## config.mk

```make
export PLATFORM = sky130hd
export DESIGN_NAME = fifo_drain_router
export DESIGN_NICKNAME = d
export VERILOG_FILES = /design/src/rtl/fifo_drain_router_pkg.sv /design/src/rtl/rr_arbiter4.sv /design/src/rtl/fifo_drain_router.sv
export SDC_FILE = /design/constraint.sdc
export NUM_CORES = 1
export LEC_CHECK = 0
export CAP_MARGIN = 25
export CORE_MARGIN = 3
export CORE_UTILIZATION = 25
export CTS_CLUSTER_DIAMETER = 200
export DETAILED_ROUTE_END_ITERATION = 8
export PLACE_DENSITY_LB_ADDON = 0.1
export SETUP_SLACK_MARGIN = 0.2
export SLEW_MARGIN = 20
export SYNTH_ARGS = -nofsm -noshare
export SYNTH_HDL_FRONTEND = slang
export SYNTH_HIERARCHICAL = 1
export SYNTH_SLANG_ARGS = --single-unit
```

## constraint.sdc

```tcl
create_clock -name clk -period 3.1 [get_ports clk]
set_clock_uncertainty 0.15 [all_clocks]
set_input_delay 0.31 -clock clk [delete_from_list [all_inputs] [get_ports clk]]
set_output_delay 0.31 -clock clk [all_outputs]
set_load 0.01 [all_outputs]
```

## src/rtl/fifo_drain_router_pkg.sv

```systemverilog
// Shared definitions for the transaction-layer drain router: FSM state encoding,
// default word geometry and port count.
package fifo_drain_router_pkg;

    localparam int NUM_PORTS    = 4;
    localparam int DEF_DATA_W   = 12;
    localparam int DEF_DEST_LSB = 10;

    typedef enum logic [1:0] {
        ST_IDLE  = 2'd0,
        ST_POP   = 2'd1,
        ST_WAIT  = 2'd2,
        ST_ROUTE = 2'd3
    } state_t;

endpackage

```

## src/rtl/rr_arbiter4.sv

```systemverilog
// Combinational round-robin pick: first requester strictly after last_grant,
// wrapping 0->1->2->3->0, with last_grant itself as lowest priority.
module rr_arbiter4
    import fifo_drain_router_pkg::*;
(
    input  logic [NUM_PORTS-1:0] req,
    input  logic [1:0]           last_grant,
    output logic [1:0]           grant,
    output logic                 valid
);

    logic [1:0] idx;

    // Scan from lowest to highest priority so the highest-priority hit wins.
    always_comb begin
        grant = 2'd0;
        valid = 1'b0;
        idx   = 2'd0;
        for (int k = NUM_PORTS; k >= 1; k--) begin
            idx = last_grant + 2'(k);
            if (req[idx]) begin
                grant = idx;
                valid = 1'b1;
            end
        end
    end

endmodule

```

## src/rtl/fifo_drain_router.sv

```systemverilog
// Pops one word at a time from four source FIFOs (round-robin) and pushes it to
// the destination FIFO named by the word's destination field.
module fifo_drain_router
    import fifo_drain_router_pkg::*;
#(
    parameter int DATA_W   = DEF_DATA_W,
    parameter int DEST_LSB = DEF_DEST_LSB
) (
    input  logic                          clk,
    input  logic                          reset,
    input  logic                          enable,
    input  logic [NUM_PORTS-1:0]          src_empty,
    input  logic [NUM_PORTS*DATA_W-1:0]   src_data,
    output logic [NUM_PORTS-1:0]          src_pop,
    input  logic [NUM_PORTS-1:0]          dst_almost_full,
    output logic [NUM_PORTS-1:0]          dst_push,
    output logic [DATA_W-1:0]             dst_data,
    output logic                          busy,
    output logic [15:0]                   words_moved,
    output logic [15:0]                   stall_cycles
);

    state_t            state;
    logic [1:0]        grant;
    logic [1:0]        last_grant;
    logic [DATA_W-1:0] hold;
    logic [1:0]        dest;
    logic [1:0]        arb_grant;
    logic              arb_valid;

    function automatic logic [15:0] sat_inc(input logic [15:0] v);
        return (v == 16'hFFFF) ? v : v + 16'd1;
    endfunction

    assign dest = hold[DEST_LSB+1:DEST_LSB];

    rr_arbiter4 u_arb (
        .req        (~src_empty),
        .last_grant (last_grant),
        .grant      (arb_grant),
        .valid      (arb_valid)
    );

    always_ff @(posedge clk) begin
        if (!reset) begin
            state        <= ST_IDLE;
            grant        <= 2'd0;
            last_grant   <= 2'd3;
            hold         <= '0;
            src_pop      <= '0;
            dst_push     <= '0;
            dst_data     <= '0;
            busy         <= 1'b0;
            words_moved  <= 16'd0;
            stall_cycles <= 16'd0;
        end else begin
            // Both strobes are single-cycle pulses; they clear unless re-armed below.
            src_pop  <= '0;
            dst_push <= '0;
            case (state)
                ST_IDLE: begin
                    if (enable && arb_valid) begin
                        src_pop    <= NUM_PORTS'(1) << arb_grant;
                        grant      <= arb_grant;
                        last_grant <= arb_grant;
                        busy       <= 1'b1;
                        state      <= ST_POP;
                    end
                end
                ST_POP: begin
                    state <= ST_WAIT;
                end
                ST_WAIT: begin
                    // Source FIFO's data_out reflects the pop from the previous edge.
                    hold  <= src_data[grant*DATA_W +: DATA_W];
                    state <= ST_ROUTE;
                end
                ST_ROUTE: begin
                    if (!dst_almost_full[dest]) begin
                        dst_push    <= NUM_PORTS'(1) << dest;
                        dst_data    <= hold;
                        words_moved <= words_moved + 16'd1;
                        busy        <= 1'b0;
                        state       <= ST_IDLE;
                    end else begin
                        stall_cycles <= sat_inc(stall_cycles);
                    end
                end
                default: state <= ST_IDLE;
            endcase
        end
    end

endmodule

```

==> impl_metrics.toml, run 1 <==
[final_layout]
drive_above_1_share = 0.08384
antenna_cells = 0
final_common_cell = "clkdlybuf4s50_1"
final_util = 0.3780
mostFrequentLayoutCells = "111 x clkdlybuf4s50_1, 71 x dfxtp_1, 49 x nand2_1, 36 x a21oi_1, 28 x nor2_1"
post-route-cell-area_um2 = 5046
finalNetCount = 549
area_delta_synth_final_pct = 46.92

[routing]
wl_per_cell_um = 13.68
vias = 3142
routed_wl_mm = 9.094
drtIter0Drc = 135
via_per_inst = 4.725
drt_first_pass_iters = 4
drc_errors = 0
ant_nets = 0

[clock_network]
clock_latency_ns = 0.33
clockBufferDepth = 2
cts_htree_levels = 3
clkTransAtPathRegs_ns = 0.06
cts_sinks = 71
cts_buffers = 9
cts_resized = 0
holdBufCountCts = 0
cts-root-buf = "clkbuf_16"
cts_tree = "built"
cts_setup_buffers = 0

[worst_setup_path]
start_kind = "register"
slowest_delay_ns = 0.69
end_kind = "register"
cp_cell_sequence = "mux4_2 -> or2_1 -> or4_1 -> a21oi_1"
worstPathArrival_ns = 2.52
cp.required_ns = 3.22
worstPathMaxFanout = 11
critPathSlowestCell = "mux4_2"
worstSetupPathType = "reg -> reg"

[placed_design]
hpwl_mm = 6.608
placed_area_um2 = 4695
gp_congestion = 0.7812
pre_cts_ws_ns = 0.5790
portBuffers = 111

[timing]
rsz0062_at_grt = "false"
finalWorstSetupSlack_ns = 0.7013
slew_violations = 0
finalCritPeriodShare = 0.7738
setup_violations = 0
finalHoldViolations = 0
tns_ns = 0
worst_slew_pin_slew_ns = 0.9237
max-slew-margin-rel = 0.3842
fin_crit_ns = 2.399
max_freq_mhz = 416.9

[synthesis]
yosysWarnings = 6
synthCells = 379
synth-seq-area-share = 0.4138
synth-main-ff-cell = "dfxtp_1"
synthArstFlopShare = 0
avgSynthCellArea_um2 = 9.062
synth_cell_type_count = 48
synth_edf_count = 0
syn_area_um2 = 3435
syn_nets = 444
ys_ff_latch = 71

[power_and_ir_drop]
leakagePower_uw = 0.001691
switching_share = 0.2748
clockPowerShare = 0.411
power_density_nw_per_um2 = 552.5
p_switching_uw = 766.1
power_uw = 2788
p_seq_frac = 0.388
peakVddDrop_uv = 293.2
combPwrFrac = 0.201
intPower_uw = 2022

[floorplan]
design.die.area_um2 = 15180
die_w_um = 123.2
num_io_pins = 112
die_y_um = 123.2
core-area_um2 = 13350
row_count = 42
start_util = 0.2573

[hold_path]
hold_path_class = "reg -> reg"

[global_route]
grt_overflow = 0
antenna_found_initial = 0
grt_pass1_vias = 2990
grt_max_degree = 56
groute.usage.overall = 0.1248
grt_pass1_wl_mm = 14.81

[outcome]
status = "completed"

[run]
drv_cap = 0
==> metal layers <==
metal  wire length, µm  global-route usage  vias up
li1                  -                   -     1583
met1              4372              0.1672     1464
met2              3878              0.1859       85
met3               703             0.04300       10
met4               139             0.04567        0
met5                 0                   0        -
==> stage by stage <==
step	std cells	hold WS, ns
2_1_floorplan	379	0.2812
3_3_place_gp	648	0.2901
3_5_place_dp	648	0.2970
4_1_cts	664	0.3091
5_1_grt	665	0.3346
6_report	665	0.3047
==> cells in the mapped netlist, drive strengths merged (10+ instances only) <==
cell | n | area (µm²)
mux2i | 20 | 200.2
nand2b | 11 | 68.82
a21oi | 37 | 188.9
nand4 | 10 | 62.56
mux4 | 13 | 292.8
nand2 | 49 | 183.9
dfxtp | 71 | 1421
nor2 | 28 | 105.1
nand3 | 15 | 75.07
clkbuf | 13 | 48.80
inv | 16 | 60.05
==> power groups by stage <==
stage / Sequential [µW] / Clock (µW) / Combinational, µW
4_1_cts: 1080 / 1180 / 566
5_1_grt: 1100 / 1220 / 624
2_1_floorplan: 1060 / 0 / 417
3_5_place_dp: 1100 / 0 / 563
6_report: 1080 / 1150 / 560
3_3_place_gp: 1100 / 0 / 557
==> sequential cells by signal, indices dropped and copies added, names as in the netlist <==
name	count
busy	1
dst_data	12
dst_push	4
grant	2
hold	12
last_grant	2
src_pop	4
stall_cycles	16
state	2
words_moved	16
==> final cells by class <==
| class | count | area, µm² |
|---|---|---|
| fill | 1396 | 8302 |
| clock buffer | 10 | 239.0 |
| multi-input combinational | 270 | 1852 |
| clock inverter | 6 | 92.59 |
| inverter | 16 | 60.06 |
| sequential | 71 | 1421 |
| timing repair buffer | 116 | 1161 |
| tap | 176 | 220.2 |
==> kinds of logic (layout without fill, tap and decap cells) <==
kind of cell	after synthesis	count (layout)	share of synthesized area
AO/OA/AOI/OAI	66	66	0.1195
XOR/XNOR	8	8	0.02040
adder cells (fa/ha/maj)	6	6	0.02186
buffers and inverters	38	148	0.04699
flip-flops	71	71	0.4138
multiplexers	33	33	0.1435
AND/OR/NAND/NOR	157	157	0.2339
==> worst paths after layout <==
path              slack (ns)                            to                     start  cells past startpoint
hold / removal          0.30      dst_data[7]$_SDFFE_PN0P_  dst_data[7]$_SDFFE_PN0P_                      2
hold reg to reg         0.30      dst_data[7]$_SDFFE_PN0P_  dst_data[7]$_SDFFE_PN0P_                      2
setup / recovery        0.70  words_moved[13]$_SDFFE_PN0P_     hold[10]$_SDFFE_PN0P_                      4
setup reg to reg        0.70  words_moved[13]$_SDFFE_PN0P_     hold[10]$_SDFFE_PN0P_                      4
==> critical path, delay by kind of cell, from the launching register on <==
kind	cells	cell delay, ns
AO/OA/AOI/OAI	1	0.15
flip-flops	1	0.53
multiplexers	1	0.69
AND/OR/NAND/NOR	2	0.81
Note: power is estimated with default switching activity, not from simulation.
==> run 2, diff against run 1 <==
clock period = 2.1 ns   (was 3.1 ns; I/O delays follow)
==> impl_metrics.toml, run 2 (synthesis results as in run 1) <==
[final_layout]
area_delta_synth_final_pct = 55.48
finalNetCount = 573
top_regs = "stall_cycles x16, words_moved x16"
antenna_cells = 0
mostFrequentLayoutCells = "111 x clkdlybuf4s50_1, 66 x dfxtp_1, 49 x nand2_1, 36 x a21oi_1, 28 x nor2_1"
final_cells = 689
final_common_cell = "clkdlybuf4s50_1"
drive_above_1_share = 0.1657

[placed_design]
gp_congestion = 0.7518
portBuffers = 111
hpwl_mm = 7.172
placed_cells = 670

[routing]
wl_per_cell_um = 14.06
drt_first_pass_iters = 4
routed_wl_mm = 9.690
drtIter0Drc = 181
drc_errors = 0
ant_nets = 0
vias = 3249
via_per_inst = 4.716

[clock_network]
cts_sinks = 71
cts-root-buf = "clkbuf_16"
clkTransAtPathRegs_ns = 0.06
clock_latency_ns = 0.33
clockBufferDepth = 2
holdBufCountCts = 0
cts_tree = "built"
cts_buffers = 9
cts_htree_levels = 3

[global_route]
grt_max_degree = 32
antenna_found_initial = 0
grt_overflow = 0
grt_pass1_vias = 3106
groute.usage.overall = 0.1287
grt_pass1_wl_mm = 15.37

[power_and_ir_drop]
power_uw = 4011
leakagePower_uw = 0.001850
power_density_nw_per_um2 = 751.2
peakVddDrop_uv = 355.9

[floorplan]
core-area_um2 = 13350
design.die.area_um2 = 15180
die_w_um = 123.2
row_count = 42
die_y_um = 123.2
start_util = 0.2573
num_io_pins = 112

[worst_setup_path]
worstPathArrival_ns = 2.10
slowest_delay_ns = 0.57
r2r_start = "hold[10]$_SDFFE_PN0P_"
cp.required_ns = 2.21
reg2reg_depth = 4
start_kind = "register"
r2r_slack_ns = 0.12
rr_endpoint = "words_moved[11]$_SDFFE_PN0P_"
cp_cell_sequence = "mux4_2 -> or2_4 -> or4_1 -> a21oi_1"
end_kind = "register"
worstPathMaxFanout = 5
worstSetupPathType = "reg -> reg"
critPathSlowestCell = "mux4_2"

[hold_path]
hold_start = "hold[0]$_SDFFE_PN0P_"
hold_depth = 2
hold_path_class = "reg -> reg"
hold_end = "dst_data[0]$_SDFFE_PN0P_"

[timing]
max-slew-margin-rel = 0.5994
worst_slew_pin_slew_ns = 0.6001
fin_crit_ns = 1.984
slew_violations = 0
setup_violations = 0
finalHoldViolations = 0
rsz0062_at_grt = "true"
finalCritPeriodShare = 0.9447
max_freq_mhz = 504.1

[outcome]
status = "completed"

[run]
drv_cap = 0
[run 2: changes by cell type in the layout (fill, tap and decap cells not counted), sizes merged]
cell and change:
buf +24, clkinv +5, clkinvlp -2, bufinv -1
clkbuf -1, inv -1
[run 2: worst max-delay path: cells and delay by family, from the launching register on]
kind	cells	cell delay (ns)
DFF	1	0.34
AOI/OAI and AO/OA	1	0.13
and+or+nand+nor	2	0.73
muxes	1	0.57
[run 2: layout make-up]
cell class                 count  area [µm²]
inverter                      16       60.06
clock inverter                 7       63.81
fill                        1367        8008
multi-input combinational    270        1964
timing repair buffer         140        1379
tap                          176       220.2
sequential                    71        1428
clock buffer                   9       225.2
[run 2: where the power goes]
part	total (µW)	switching (µW)	internal [µW]
Clock	1480	573	910
Sequential	1580	108	1470
Combinational	953	450	503
Total	4010	1130	2880
[run 2: per-stage QoR]
step | util | cell area, µm² | worst slack (ns) | hold slack [ns] | TNS, ns
after global placement | 0.3688 | 4922 | -0.1486 | 0.2903 | -0.7438
after global routing | 0.4001 | 5340 | 0.03310 | 0.3246 | 0
after floorplan | - | 3457 | 0.08088 | 0.2096 | 0
after detailed placement | 0.3688 | 4922 | -0.1608 | 0.2959 | -0.8268
after CTS | 0.3949 | 5271 | 0.1133 | 0.3037 | 0
final | 0.4001 | 5340 | 0.1162 | 0.3015 | 0
[run 2: metal layers]
layer | GRT usage | part of all wire | up-vias
met4 | 0.05606 | 0.017 | 0
met2 | 0.1988 | 0.46 | 85
met1 | 0.1708 | 0.47 | 1523
met5 | 0 | 0 | -
met3 | 0.03156 | 0.057 | 12
li1 | - | - | 1629
[run 2: how the worst max path moves through the flow]
stage / from / end / slack [ns] / cells after the start
4_1_cts: hold[10]$_SDFFE_PN0P_ / words_moved[13]$_SDFFE_PN0P_ / 0.11 / 4
5_1_grt: hold[10]$_SDFFE_PN0P_ / words_moved[11]$_SDFFE_PN0P_ / 0.03 / 4
3_5_place_dp: dst_almost_full[3] / words_moved[13]$_SDFFE_PN0P_ / -0.16 / 5
2_1_floorplan: hold[10]$_SDFFE_PN0P_ / words_moved[12]$_SDFFE_PN0P_ / 0.08 / 6
6_report: hold[10]$_SDFFE_PN0P_ / words_moved[11]$_SDFFE_PN0P_ / 0.12 / 4
3_3_place_gp: dst_almost_full[3] / words_moved[13]$_SDFFE_PN0P_ / -0.15 / 5
[run 2: what timing repair did]
item                                    4_1_cts  5_1_grt
buffers inserted                              3        0
endpoints found under the setup margin       17       33
resized for setup                             9       13
pin swaps                                     2        5
==> run 3, diff against run 2 <==
CORE_MARGIN = default   (was 3)
==> impl_metrics.toml, run 3 (synthesis results as in run 1) <==
[final_layout]
drive_above_1_share = 0.2203
final_cells = 698
top_regs = "stall_cycles x16, words_moved x16"
regArea_um2 = 1429
mostFrequentLayoutCells = "111 x clkdlybuf4s50_1, 65 x dfxtp_1, 47 x nand2_1, 28 x a21oi_1, 28 x nor2_1"
area_delta_synth_final_pct = 64.59
antenna_cells = 0
finalNetCount = 582
multi_input_area_um2 = 2143
final_common_cell = "clkdlybuf4s50_1"
n_fill_cell = 1326

[timing]
finalHoldViolations = 0
max-slew-margin-rel = 0.5794
max_freq_mhz = 499.4
slew_violations = 0
fin_crit_ns = 2.002
rsz0062_at_grt = "true"
setup_violations = 0
finalCritPeriodShare = 0.9535
worst_slew_pin_slew_ns = 0.6300

[floorplan]
design.die.area_um2 = 14210
num_io_pins = 112
die_w_um = 119.2
row_count = 42
start_util = 0.2583
core-area_um2 = 13300
die_y_um = 119.2

[worst_setup_path]
start_kind = "register"
cp_cell_sequence = "mux4_2 -> or2_4 -> or4_4 -> a21oi_2"
cp.required_ns = 2.23
path_delay_family = "simple AND/OR/NAND/NOR gates"
worstPathArrival_ns = 2.13
worstSetupPathType = "reg -> reg"
r2r_slack_ns = 0.1
slowest_delay_ns = 0.57
end_kind = "register"
worstPathMaxFanout = 5
critPathSlowestCell = "mux4_2"
cp.buffers_inverters = 0

[global_route]
grt_overflow = 0
groute.usage.overall = 0.1421
grt_pass1_vias = 3161
grt_max_degree = 29
grt_pass1_wl_mm = 15.82
antenna_found_initial = 0

[clock_network]
cts_htree_levels = 3
clock_latency_ns = 0.34
cts-root-buf = "clkbuf_16"
cts_sinks = 71
cts_tree = "built"
clockBufferDepth = 2
clkTransAtPathRegs_ns = 0.06
cts_buffers = 9

[outcome]
status = "completed"

[power_and_ir_drop]
peakVddDrop_uv = 394.9
power_density_nw_per_um2 = 725.3
power_uw = 4100
leakagePower_uw = 0.001987

[routing]
drtIter0Drc = 166
drt_first_pass_iters = 6
wl_per_cell_um = 14.46
via_per_inst = 4.808
routed_wl_mm = 10.10
drc_errors = 0
vias = 3356
ant_nets = 0

[run]
drv_cap = 0

[placed_design]
gp_congestion = 0.7141
portBuffers = 111
hpwl_mm = 6.838
placed_cells = 670

[hold_path]
hold_path_class = "reg -> reg"
==> run 3: changes by cell type in the layout (fill, tap and decap cells not counted), moves of 3 or more <==
cell / delta
or4_1: -4
or4_4: +4
nor4_2: -3
nor4_4: +3
buf_6: +5
clkinv_2: -3
a21oi_2: +8
a21oi_1: -8
==> run 3: metal layers <==
layer	track usage	vias up	routed length, µm	share of wire
met3	0.03400	13	591	0.059
met4	0.06646	0	187	0.019
li1	-	1649	-	-
met5	0	-	0	0
met2	0.2257	94	4753	0.47
met1	0.1808	1600	4563	0.45
==> run 3: through the flow <==
stage / cell area [µm²] / setup WS [ns] / setup TNS, ns / hold WS, ns / util
detailed placement: 4910 / -0.1871 / -2.056 / 0.2976 / 0.3693
finish: 5653 / 0.09755 / 0 / 0.2987 / 0.4252
floorplan: 3457 / 0.08088 / 0 / 0.2096 / -
CTS: 5320 / 0.1045 / 0 / 0.3062 / 0.4002
global route: 5653 / 0.03521 / 0 / 0.3222 / 0.4252
global placement: 4910 / -0.1683 / -1.636 / 0.2884 / 0.3693
==> run 3: worst register-to-register path: stages, from the launching register on <==
cell and delay [ns]:
dfxtp_2 0.35, mux4_2 0.57, or2_4 0.27, or4_4 0.48, a21oi_2 0.12
==> run 3: final cells by class <==
type	instances	area share
multi-input combinational	270	0.3792
clock buffer	13	0.04604
sequential	71	0.2528
timing repair buffer	149	0.2694
inverter	16	0.01062
tap	176	0.03896
clock inverter	3	0.003099
==> run 3: path summary, 6_finish.rpt <==
kind                         startpoint                      endpoint  cells past startpoint
hold reg to reg    hold[5]$_SDFFE_PN0P_      dst_data[5]$_SDFFE_PN0P_                      2
hold / removal     hold[5]$_SDFFE_PN0P_      dst_data[5]$_SDFFE_PN0P_                      2
setup / recovery  hold[10]$_SDFFE_PN0P_  words_moved[13]$_SDFFE_PN0P_                      4
setup reg to reg  hold[10]$_SDFFE_PN0P_  words_moved[13]$_SDFFE_PN0P_                      4
==> run 3: power breakdown <==
part	internal (µW)	switching, µW
logic	588	493
clock network	861	579
registers	1470	111
==> run 3: what timing repair did <==
item / in CTS / in global routing
hold endpoints to repair: 0 / 0
gates resized for setup: 8 / 56
pin swaps: 2 / 14
hold buffers: 0 / 0
cloned: 2 / 0
setup endpoints to repair: 20 / 42
buffers inserted: 3 / 7
